File: src/rtl/mult_pkg.sv
// Shared types and constants for the shift-add multiplier control slice.
package mult_pkg;

  // Default multiplier operand width.
  localparam int MULT_WIDTH = 8;

  // Iteration counter width for a given operand width (never below 1 bit).
  function automatic int cnt_width(input int width);
    return (width > 1) ? $clog2(width) : 1;
  endfunction

  localparam int MULT_CNT_W = cnt_width(MULT_WIDTH);

  // Sequencer states.
  typedef enum logic [2:0] {
    IDLE  = 3'd0,
    INIT  = 3'd1,
    ADD   = 3'd2,
    SHIFT = 3'd3,
    HOLD  = 3'd4
  } mult_state_t;

endpackage

File: src/rtl/mult_control_unit_if.sv
// Operator switches, multiplier LSB and datapath strobes of the multiplier
// sequencer, plus the sequencer's state for observation.
//
// Signalling: there is no valid/ready pair here. Run and ClearA_LoadB are
// synchronous levels sampled on every rising Clk edge; M is the live B[0].
// Every strobe is a one-cycle-per-assertion level that the datapath acts on
// at the rising edge where it is seen high.
interface mult_control_unit_if
  import mult_pkg::*;
#(
  parameter int WIDTH = MULT_WIDTH
);
  localparam int CNT_W = cnt_width(WIDTH);

  logic Run;
  logic ClearA_LoadB;
  logic M;
  logic Ld_A;
  logic Ld_B;
  logic Clear_A;
  logic Ld_X;
  logic Clr_X;
  logic Fn;
  logic Shift_En;
  logic Busy;
  logic Done;
  mult_state_t dbg_state;
  logic [CNT_W-1:0] dbg_cnt;

  // Operator/datapath side.
  modport master (
    output Run, ClearA_LoadB, M,
    input  Ld_A, Ld_B, Clear_A, Ld_X, Clr_X, Fn, Shift_En, Busy, Done,
    input  dbg_state, dbg_cnt
  );

  // Sequencer side.
  modport slave (
    input  Run, ClearA_LoadB, M,
    output Ld_A, Ld_B, Clear_A, Ld_X, Clr_X, Fn, Shift_En, Busy, Done,
    output dbg_state, dbg_cnt
  );

endinterface

File: src/rtl/mult_iter_counter.sv
// Add/shift iteration counter: cleared at the start of an operation, stepped
// once per SHIFT, saturating at WIDTH-1 so it can never wrap.
module mult_iter_counter
  import mult_pkg::*;
#(
  parameter int WIDTH = MULT_WIDTH,
  localparam int CNT_W = cnt_width(WIDTH)
) (
  input  logic             Clk,
  input  logic             Reset,
  input  logic             clr,
  input  logic             inc,
  output logic [CNT_W-1:0] cnt,
  output logic             tc
);

  // Terminal count marks the last iteration.
  assign tc = (cnt == CNT_W'(WIDTH - 1));

  // Clear has priority; increment stops at terminal count.
  always_ff @(posedge Clk or posedge Reset) begin
    if (Reset) begin
      cnt <= '0;
    end else if (clr) begin
      cnt <= '0;
    end else if (inc && !tc) begin
      cnt <= cnt + 1'b1;
    end
  end

endmodule

File: src/rtl/mult_control_unit.sv
// Sequencer for the signed shift-add multiplier: turns the Run and
// ClearA_LoadB switches into load/clear/add/shift strobes, runs exactly WIDTH
// add/shift iterations per Run press and holds the result until Run drops.
module mult_control_unit
  import mult_pkg::*;
#(
  parameter int WIDTH = MULT_WIDTH
) (
  input logic               Clk,
  input logic               Reset,
  mult_control_unit_if.slave bus
);

  localparam int CNT_W = cnt_width(WIDTH);

  mult_state_t      state;
  mult_state_t      next_state;
  logic [CNT_W-1:0] cnt;
  logic             tc;
  logic             cnt_clr;
  logic             cnt_inc;

  // Counter is reloaded in INIT and advanced by each non-final SHIFT.
  assign cnt_clr = (state == INIT);
  assign cnt_inc = (state == SHIFT);

  mult_iter_counter #(.WIDTH(WIDTH)) u_iter_counter (
    .Clk   (Clk),
    .Reset (Reset),
    .clr   (cnt_clr),
    .inc   (cnt_inc),
    .cnt   (cnt),
    .tc    (tc)
  );

  assign bus.dbg_state = state;
  assign bus.dbg_cnt   = cnt;

  // State register.
  always_ff @(posedge Clk or posedge Reset) begin
    if (Reset) begin
      state <= IDLE;
    end else begin
      state <= next_state;
    end
  end

  // Next-state logic; a finished operation waits in HOLD for Run to drop so a
  // held Run can never retrigger.
  always_comb begin
    next_state = state;
    unique case (state)
      IDLE:    if (bus.Run) next_state = INIT;
      INIT:    next_state = ADD;
      ADD:     next_state = SHIFT;
      SHIFT:   next_state = tc ? HOLD : ADD;
      HOLD:    if (!bus.Run) next_state = IDLE;
      default: next_state = IDLE;
    endcase
  end

  // Output decode; the subtract on the final ADD handles the sign bit of B.
  always_comb begin
    bus.Ld_A     = 1'b0;
    bus.Ld_B     = 1'b0;
    bus.Clear_A  = 1'b0;
    bus.Ld_X     = 1'b0;
    bus.Clr_X    = 1'b0;
    bus.Fn       = 1'b0;
    bus.Shift_En = 1'b0;
    bus.Busy     = 1'b0;
    bus.Done     = 1'b0;
    unique case (state)
      IDLE: begin
        if (!bus.Run && bus.ClearA_LoadB) begin
          bus.Ld_B    = 1'b1;
          bus.Ld_A    = 1'b1;
          bus.Clear_A = 1'b1;
          bus.Clr_X   = 1'b1;
        end
      end
      INIT: begin
        bus.Ld_A    = 1'b1;
        bus.Clear_A = 1'b1;
        bus.Clr_X   = 1'b1;
        bus.Busy    = 1'b1;
      end
      ADD: begin
        bus.Busy = 1'b1;
        if (bus.M) begin
          bus.Ld_A = 1'b1;
          bus.Ld_X = 1'b1;
          bus.Fn   = tc;
        end
      end
      SHIFT: begin
        bus.Shift_En = 1'b1;
        bus.Busy     = 1'b1;
      end
      HOLD: begin
        bus.Done = 1'b1;
      end
      default: ;
    endcase
  end

endmodule

File: src/flat_wrapper.sv
// flat-port wrapper written by rule: the top's interface ports become plain ports
module mult_control_unit_flat import mult_pkg::*;
#(
  parameter int WIDTH = MULT_WIDTH
)
  (Clk, Reset, bus_Run, bus_ClearA_LoadB, bus_M, bus_Ld_A, bus_Ld_B, bus_Clear_A, bus_Ld_X, bus_Clr_X, bus_Fn, bus_Shift_En, bus_Busy, bus_Done, bus_dbg_state, bus_dbg_cnt);
  mult_control_unit_if #(.WIDTH(WIDTH)) bus_i ();
  input logic Clk;
  input logic Reset;
  input wire logic [$bits(bus_i.Run)-1:0] bus_Run;
  input wire logic [$bits(bus_i.ClearA_LoadB)-1:0] bus_ClearA_LoadB;
  input wire logic [$bits(bus_i.M)-1:0] bus_M;
  output wire logic [$bits(bus_i.Ld_A)-1:0] bus_Ld_A;
  output wire logic [$bits(bus_i.Ld_B)-1:0] bus_Ld_B;
  output wire logic [$bits(bus_i.Clear_A)-1:0] bus_Clear_A;
  output wire logic [$bits(bus_i.Ld_X)-1:0] bus_Ld_X;
  output wire logic [$bits(bus_i.Clr_X)-1:0] bus_Clr_X;
  output wire logic [$bits(bus_i.Fn)-1:0] bus_Fn;
  output wire logic [$bits(bus_i.Shift_En)-1:0] bus_Shift_En;
  output wire logic [$bits(bus_i.Busy)-1:0] bus_Busy;
  output wire logic [$bits(bus_i.Done)-1:0] bus_Done;
  output wire logic [$bits(bus_i.dbg_state)-1:0] bus_dbg_state;
  output wire logic [$bits(bus_i.dbg_cnt)-1:0] bus_dbg_cnt;
  assign bus_i.Run = bus_Run;
  assign bus_i.ClearA_LoadB = bus_ClearA_LoadB;
  assign bus_i.M = bus_M;
  assign bus_Ld_A = bus_i.Ld_A;
  assign bus_Ld_B = bus_i.Ld_B;
  assign bus_Clear_A = bus_i.Clear_A;
  assign bus_Ld_X = bus_i.Ld_X;
  assign bus_Clr_X = bus_i.Clr_X;
  assign bus_Fn = bus_i.Fn;
  assign bus_Shift_En = bus_i.Shift_En;
  assign bus_Busy = bus_i.Busy;
  assign bus_Done = bus_i.Done;
  assign bus_dbg_state = bus_i.dbg_state;
  assign bus_dbg_cnt = bus_i.dbg_cnt;
  mult_control_unit #(.WIDTH(WIDTH)) u_core (.Clk(Clk), .Reset(Reset), .bus(bus_i));
endmodule
File: config.mk
export PLATFORM = sky130hd
export DESIGN_NAME = mult_control_unit_flat
export DESIGN_NICKNAME = d
export VERILOG_FILES = /design/src/rtl/mult_pkg.sv /design/src/rtl/mult_control_unit_if.sv /design/src/rtl/mult_iter_counter.sv /design/src/rtl/mult_control_unit.sv /design/src/flat_wrapper.sv
export SDC_FILE = /design/constraint.sdc
export NUM_CORES = 1
export LEC_CHECK = 0
export ABC_AREA = 1
export BUFFER_PORTS_ARGS = -buffer_cell sky130_fd_sc_hd__buf_4
export CAP_MARGIN = 20
export CORE_AREA = 2 2 39 41
export DETAILED_ROUTE_END_ITERATION = 8
export DIE_AREA = 0 0 41 43
export PLACE_DENSITY = 0.64
export SETUP_SLACK_MARGIN = 0.4
export SYNTH_ARGS = -nofsm -noshare
export SYNTH_HDL_FRONTEND = slang
export SYNTH_SLANG_ARGS = --single-unit
File: constraint.sdc
create_clock -name Clk -period 1.2 [get_ports Clk]
set_clock_uncertainty 0.1 [all_clocks]
set_input_delay 0 -clock Clk [delete_from_list [all_inputs] [get_ports Clk]]
set_output_delay 0 -clock Clk [all_outputs]
set_load 0.05 [all_outputs]
==> results of run 1 <==
## worst max-delay path, delay by kind of cell, from the launching register on
family / cells / cell delay, ns
and+or+nand+nor: 2 / 0.32
buffers and inverters: 2 / 0.29
DFF: 1 / 0.50
## routing by layer
layer  track usage (%)  up-vias  part of all wire [%]
li1                  -      228                     -
met1              18.1      227                    37
met5                 0        -                     0
met2              28.1       16                    56
met3              3.14        4                   4.9
met4              13.3        0                   2.9
## final cells by class
class	count	area, um^2	share of cell area (%)
Clock buffer	3	22.5	2.37
Inverter	10	47.5	5.00
Multi-Input combinational cell	29	270	28.4
Sequential cell	6	160	16.8
Tap cell	16	20.0	2.11
Timing Repair Buffer	40	430	45.3
## flip-flops by register name, summed over array words and instances (netlist names)
name and flops:
u_core.u_iter_counter.cnt 3, u_core.bus.dbg_state 3
## synthesized netlist by cell type
master    n  area, um^2
buf_4     1        7.51
dfrtp_1   6         150
ha_1      2        25.0
inv_1    10        37.5
nand2_1   8        30.0
nand2_2   2        12.5
nand3_1   7        35.0
nand4_1   1        6.26
nor2_1    4        15.0
nor2_2    2        12.5
o21a_1    1        7.51
o21ai_0   1        5.00
o22ai_1   1        6.26
## kinds of logic (layout without fill, tap and decap cells)
| logic type | Yosys count | count (layout) | share of synthesized area (%) |
|---|---|---|---|
| fa+ha+maj | 2 | 2 | 7.14 |
| simple gates | 24 | 24 | 31.8 |
| flops | 6 | 6 | 42.9 |
| compound gates | 3 | 3 | 5.36 |
| buf+inv | 11 | 53 | 12.9 |
## worst max-delay path by stage
stage	startpoint	endpoint	slack, ns	cells past startpoint
floorplan	u_core.bus.dbg_state[0]	u_core.u_iter_counter.cnt[0]	-0.21	5
global placement	u_core.bus.dbg_state[2]	bus_Clear_A	-0.05	4
detailed placement	u_core.bus.dbg_state[2]	bus_Clear_A	-0.06	4
CTS	u_core.bus.dbg_state[2]	bus_Clear_A	-0.24	4
global route	u_core.bus.dbg_state[2]	bus_Clear_A	-0.32	4
finish	u_core.bus.dbg_state[2]	bus_Ld_B	-0.26	4
## stage by stage
stage                     setup TNS [ns]  utilization, %
after floorplan                    -1.45               -
after global placement            -0.278            46.8
after detailed placement          -0.333            46.8
after CTS                          -2.15            62.7
after global routing               -3.14            68.7
final                              -2.49            68.7
## what timing repair did
item	in CTS	in global routing
gates cloned	0	0
hold endpoints to repair	8	1
pin swaps	5	5
buffers inserted	6	7
resized for setup	36	8
setup endpoints to repair	21	21
==> results.json, run 1 <==
{
  "port_buffers": 19,
  "first_iter_violations": 2,
  "rsz0062_at_grt": "yes",
  "ys_seq_elements": 6,
  "synth_area_per_cell_um2": 7.62,
  "die_area_mm2": 0.00176,
  "drt.antenna.violating_nets": 0,
  "reg2reg_slack_ns": -0.13,
  "cpPeakStageDelay_ns": 0.50,
  "diodes": 0,
  "cp.arrival_ns": 1.36,
  "finalMaxSlewViolations": 0,
  "cts_buffer_depth": 2,
  "postSynthCellCount": 46,
  "first_pass_iters": 2,
  "cts_sinks": 6,
  "synth_nets": 53,
  "die_w_um": 41,
  "clk_pin_slew_ns": 0.05,
  "antenna_found_initial": 0,
  "grt_max_degree": 7,
  "nNetsFinal": 97,
  "drive_gt1_share_pct": 79.5,
  "place_ws_ns": -0.0602,
  "hold_viol": 2,
  "dp.final_hpwl_um": 866,
  "initial_core_util_pct": 25.3,
  "violations": "negative hold slack, negative setup slack",
  "worst_r2r_endpoint": "u_core.bus.dbg_state[2]",
  "layout_setup_ws_ns": -0.256,
  "timing.rr.start": "u_core.u_iter_counter.cnt[0]",
  "area_delta_synth_final_pct": 171,
  "synth.distinct_cells": 13,
  "min_period_ns": 1.46,
  "worstHoldStart": "bus_Run",
  "ys_warn_count": 0,
  "cts_hold_buf": 1,
  "critPathLaunchType": "register",
  "min_to": "u_core.bus.dbg_state[0]",
  "layout_common_cells": "buf_6 (20), buf_4 (12), inv_1 (7), buf_8 (7)",
  "clk_latency_ns": 0.25,
  "crit_chain": "nor2_4 -> nand4_1 -> inv_1 -> buf_6",
  "outcome": "finished with violations",
  "placed_area_um2": 648,
  "drv_cap": 0,
  "place_inst": 87,
  "die_y_um": 43,
  "cp_slowest_cell": "dfrtp_4",
  "grt_pass1_vias": 448,
  "gp_congestion": 0.692,
  "slew_headroom_pct": 84.1,
  "grt_util_all_layers_pct": 17.3,
  "required_ns": 1.10,
  "post_drt_via_cell_ratio": 4.57,
  "design_area_um2": 951,
  "cts_tree": "done",
  "core_area_mm2": 0.00138,
  "clock_tree.root_cell": "clkbuf_4",
  "tightest_slew_ns": 0.238,
  "num_rows": 14,
  "end_kind": "output pin",
  "cp_max_fo": 4,
  "critPathKind": "reg2out",
  "timing.hold.ws_ns": -0.127,
  "netlist_area_um2": 350,
  "cts_made_buffers": 3,
  "setup_viol": 14,
  "r2r_cells": 6,
  "fin_cells": 104,
  "timing.fmax_mhz": 687,
  "overflow": 0,
  "fillCellCount": 102,
  "min_path_cells": 3,
  "drc": 0,
  "num_io_pins": 20,
  "finalWirelength_um": 1310,
  "route.detailed.wl_per_inst_um": 12.6,
  "timing.final.crit_share_pct": 121,
  "cts-htree-levels": 1,
  "ys_seq_area_share_pct": 42.9,
  "layout_commonest_cell": "buf_6",
  "vias": 475,
  "min_path_type": "in2reg",
  "grt_pass1_wl_um": 1930
}
Power of run 1 is not shown: default switching activity piles up to over one toggle a cycle in this logic, so the estimate is an artifact.
==> run 2: changes to the inputs <==
--- a/config.mk
+++ b/config.mk
@@ -6,12 +6,12 @@
 export NUM_CORES = 1
 export LEC_CHECK = 0
 export ABC_AREA = 1
-export BUFFER_PORTS_ARGS = -buffer_cell sky130_fd_sc_hd__buf_4
 export CAP_MARGIN = 20
 export CORE_AREA = 2 2 39 41
 export DETAILED_ROUTE_END_ITERATION = 8
 export DIE_AREA = 0 0 41 43
-export PLACE_DENSITY = 0.64
+export DONT_BUFFER_PORTS = 1
+export PLACE_DENSITY = 0.51
 export SETUP_SLACK_MARGIN = 0.4
 export SYNTH_ARGS = -nofsm -noshare
 export SYNTH_HDL_FRONTEND = slang
==> constraint.sdc (replaced) <==
create_clock -name Clk -period 1.2 [get_ports Clk]
set_clock_uncertainty 0.1 [all_clocks]
set_input_delay 0.24 -clock Clk [delete_from_list [all_inputs] [get_ports Clk]]
set_output_delay 0.24 -clock Clk [all_outputs]
set_load 0.05 [all_outputs]
==> run 2 against run 1 <==
Hold slack better by 0.18 ns. Cell area down 11%. The run ends with negative setup slack left. First-iteration DRC count down 50%. Setup slack worse by 0.16 ns. Cell count down 12%. Maximum frequency down 10%. Via count down 12%. Register-to-register slack worse by 0.17 ns.
==> results.json, run 2 (synthesized netlist as in run 1, its figures left out) <==
{
  "fin_tns_setup_ns": -4.91,
  "clk_latency_ns": 0.25,
  "setup_viol": 19,
  "route.detailed.wl_per_inst_um": 12.1,
  "rsz0062_at_grt": "yes",
  "grt_max_degree": 7,
  "core_area_mm2": 0.00138,
  "min_path_type": "in2reg",
  "finalWirelength_um": 1120,
  "grt_pass1_wl_um": 1640,
  "initial_core_util_pct": 25.3,
  "grt_util_all_layers_pct": 13.9,
  "cts-htree-levels": 1,
  "fillCellCount": 108,
  "gp_congestion": 0.728,
  "cp_max_fo": 3,
  "cts_made_buffers": 3,
  "required_ns": 0.86,
  "die_y_um": 43,
  "num_io_pins": 20,
  "grt_pass1_vias": 417,
  "place_inst": 80,
  "regArea_um2": 158,
  "cts_tree": "done",
  "layout_common_cells": "buf_4 (11), inv_1 (7), buf_6 (7)",
  "min_path_cells": 2,
  "cp.arrival_ns": 1.28,
  "fin_cells": 92,
  "min_period_ns": 1.62,
  "area_delta_synth_final_pct": 143,
  "die_area_mm2": 0.00176,
  "drc": 0,
  "multi_input_area_um2": 265,
  "slew_headroom_pct": 80.2,
  "hold_viol": 0,
  "cts_buffer_depth": 2,
  "tightest_slew_ns": 0.296,
  "violations": "negative setup slack",
  "port_buffers": 0,
  "overflow": 0,
  "timing.fmax_mhz": 617,
  "end_kind": "output pin",
  "r2r_cells": 7,
  "dp.final_hpwl_um": 766,
  "critPathKind": "reg2out",
  "crit_chain": "nor2_4 -> nand4_1 -> nand2_4",
  "nNetsFinal": 85,
  "layout_commonest_cell": "buf_4",
  "cpPeakStageDelay_ns": 0.41,
  "finalMaxSlewViolations": 0,
  "drive_gt1_share_pct": 75.0,
  "cp_slowest_cell": "dfrtp_2",
  "antenna_found_initial": 0,
  "outcome": "finished with violations",
  "layout_setup_ws_ns": -0.420,
  "num_rows": 14,
  "clk_pin_slew_ns": 0.04,
  "drv_cap": 0,
  "critPathLaunchType": "register",
  "post_drt_via_cell_ratio": 4.55,
  "drt.antenna.violating_nets": 0,
  "diodes": 0,
  "cts_sinks": 6,
  "clock_tree.root_cell": "clkbuf_4",
  "die_w_um": 41,
  "timing.final.crit_share_pct": 135,
  "vias": 419,
  "first_pass_iters": 2,
  "first_iter_violations": 1,
  "final_core_util_pct": 61.4
}
-- run 2: layout make-up --
type | instances | area share [%]
repair buffers | 28 | 39.6
inverters | 10 | 5.60
flip-flops and latches | 6 | 18.6
clock buffers | 3 | 2.65
well taps | 16 | 2.36
multi-input cells | 29 | 31.2
-- run 2: worst paths after layout --
check	startpoint	to	slack [ns]
worst max-delay path	u_core.bus.dbg_state[0]	bus_Clr_X	-0.42
worst min-delay path	bus_Run	u_core.bus.dbg_state[0]	0.05
worst max register to register	u_core.bus.dbg_state[0]	u_core.bus.dbg_state[2]	-0.30
worst min register to register	u_core.bus.dbg_state[0]	u_core.bus.dbg_state[0]	0.47
max in group asynchronous	Reset	u_core.bus.dbg_state[2]	0.53
min in group asynchronous	Reset	u_core.u_iter_counter.cnt[1]	0.25
-- run 2: worst max-delay path, delay by kind of cell (launching register included) --
kind | cells | cell delay (ns)
and+or+nand+nor | 3 | 0.63
DFF | 1 | 0.41
-- run 2: metal layers --
metal / track usage, % / wire (um)
met5: 0 / 0
met4: 8.00 / 0
met3: 1.57 / 45
met2: 23.1 / 620
met1: 15.8 / 450
-- run 2: what timing repair did --
action / in CTS / in global routing
setup endpoints to repair: 21 / 21
gates resized for setup: 20 / 10
endpoints found under the hold margin: 6 / 0
hold buffers: 1 / 0
setup buffers: 4 / 4
pin swaps: 5 / 4
-- run 2: metrics by stage --
stage,cell area [um^2],setup WS [ns],hold WS (ns)
after CTS,778,-0.448,0.0372
after global placement,633,-0.195,-0.0390
after detailed placement,633,-0.209,-0.0294
after floorplan,435,-0.433,-0.0690
after global routing,850,-0.490,0.0530
final,850,-0.420,0.0514
Power of run 2 is left out for the same reason.
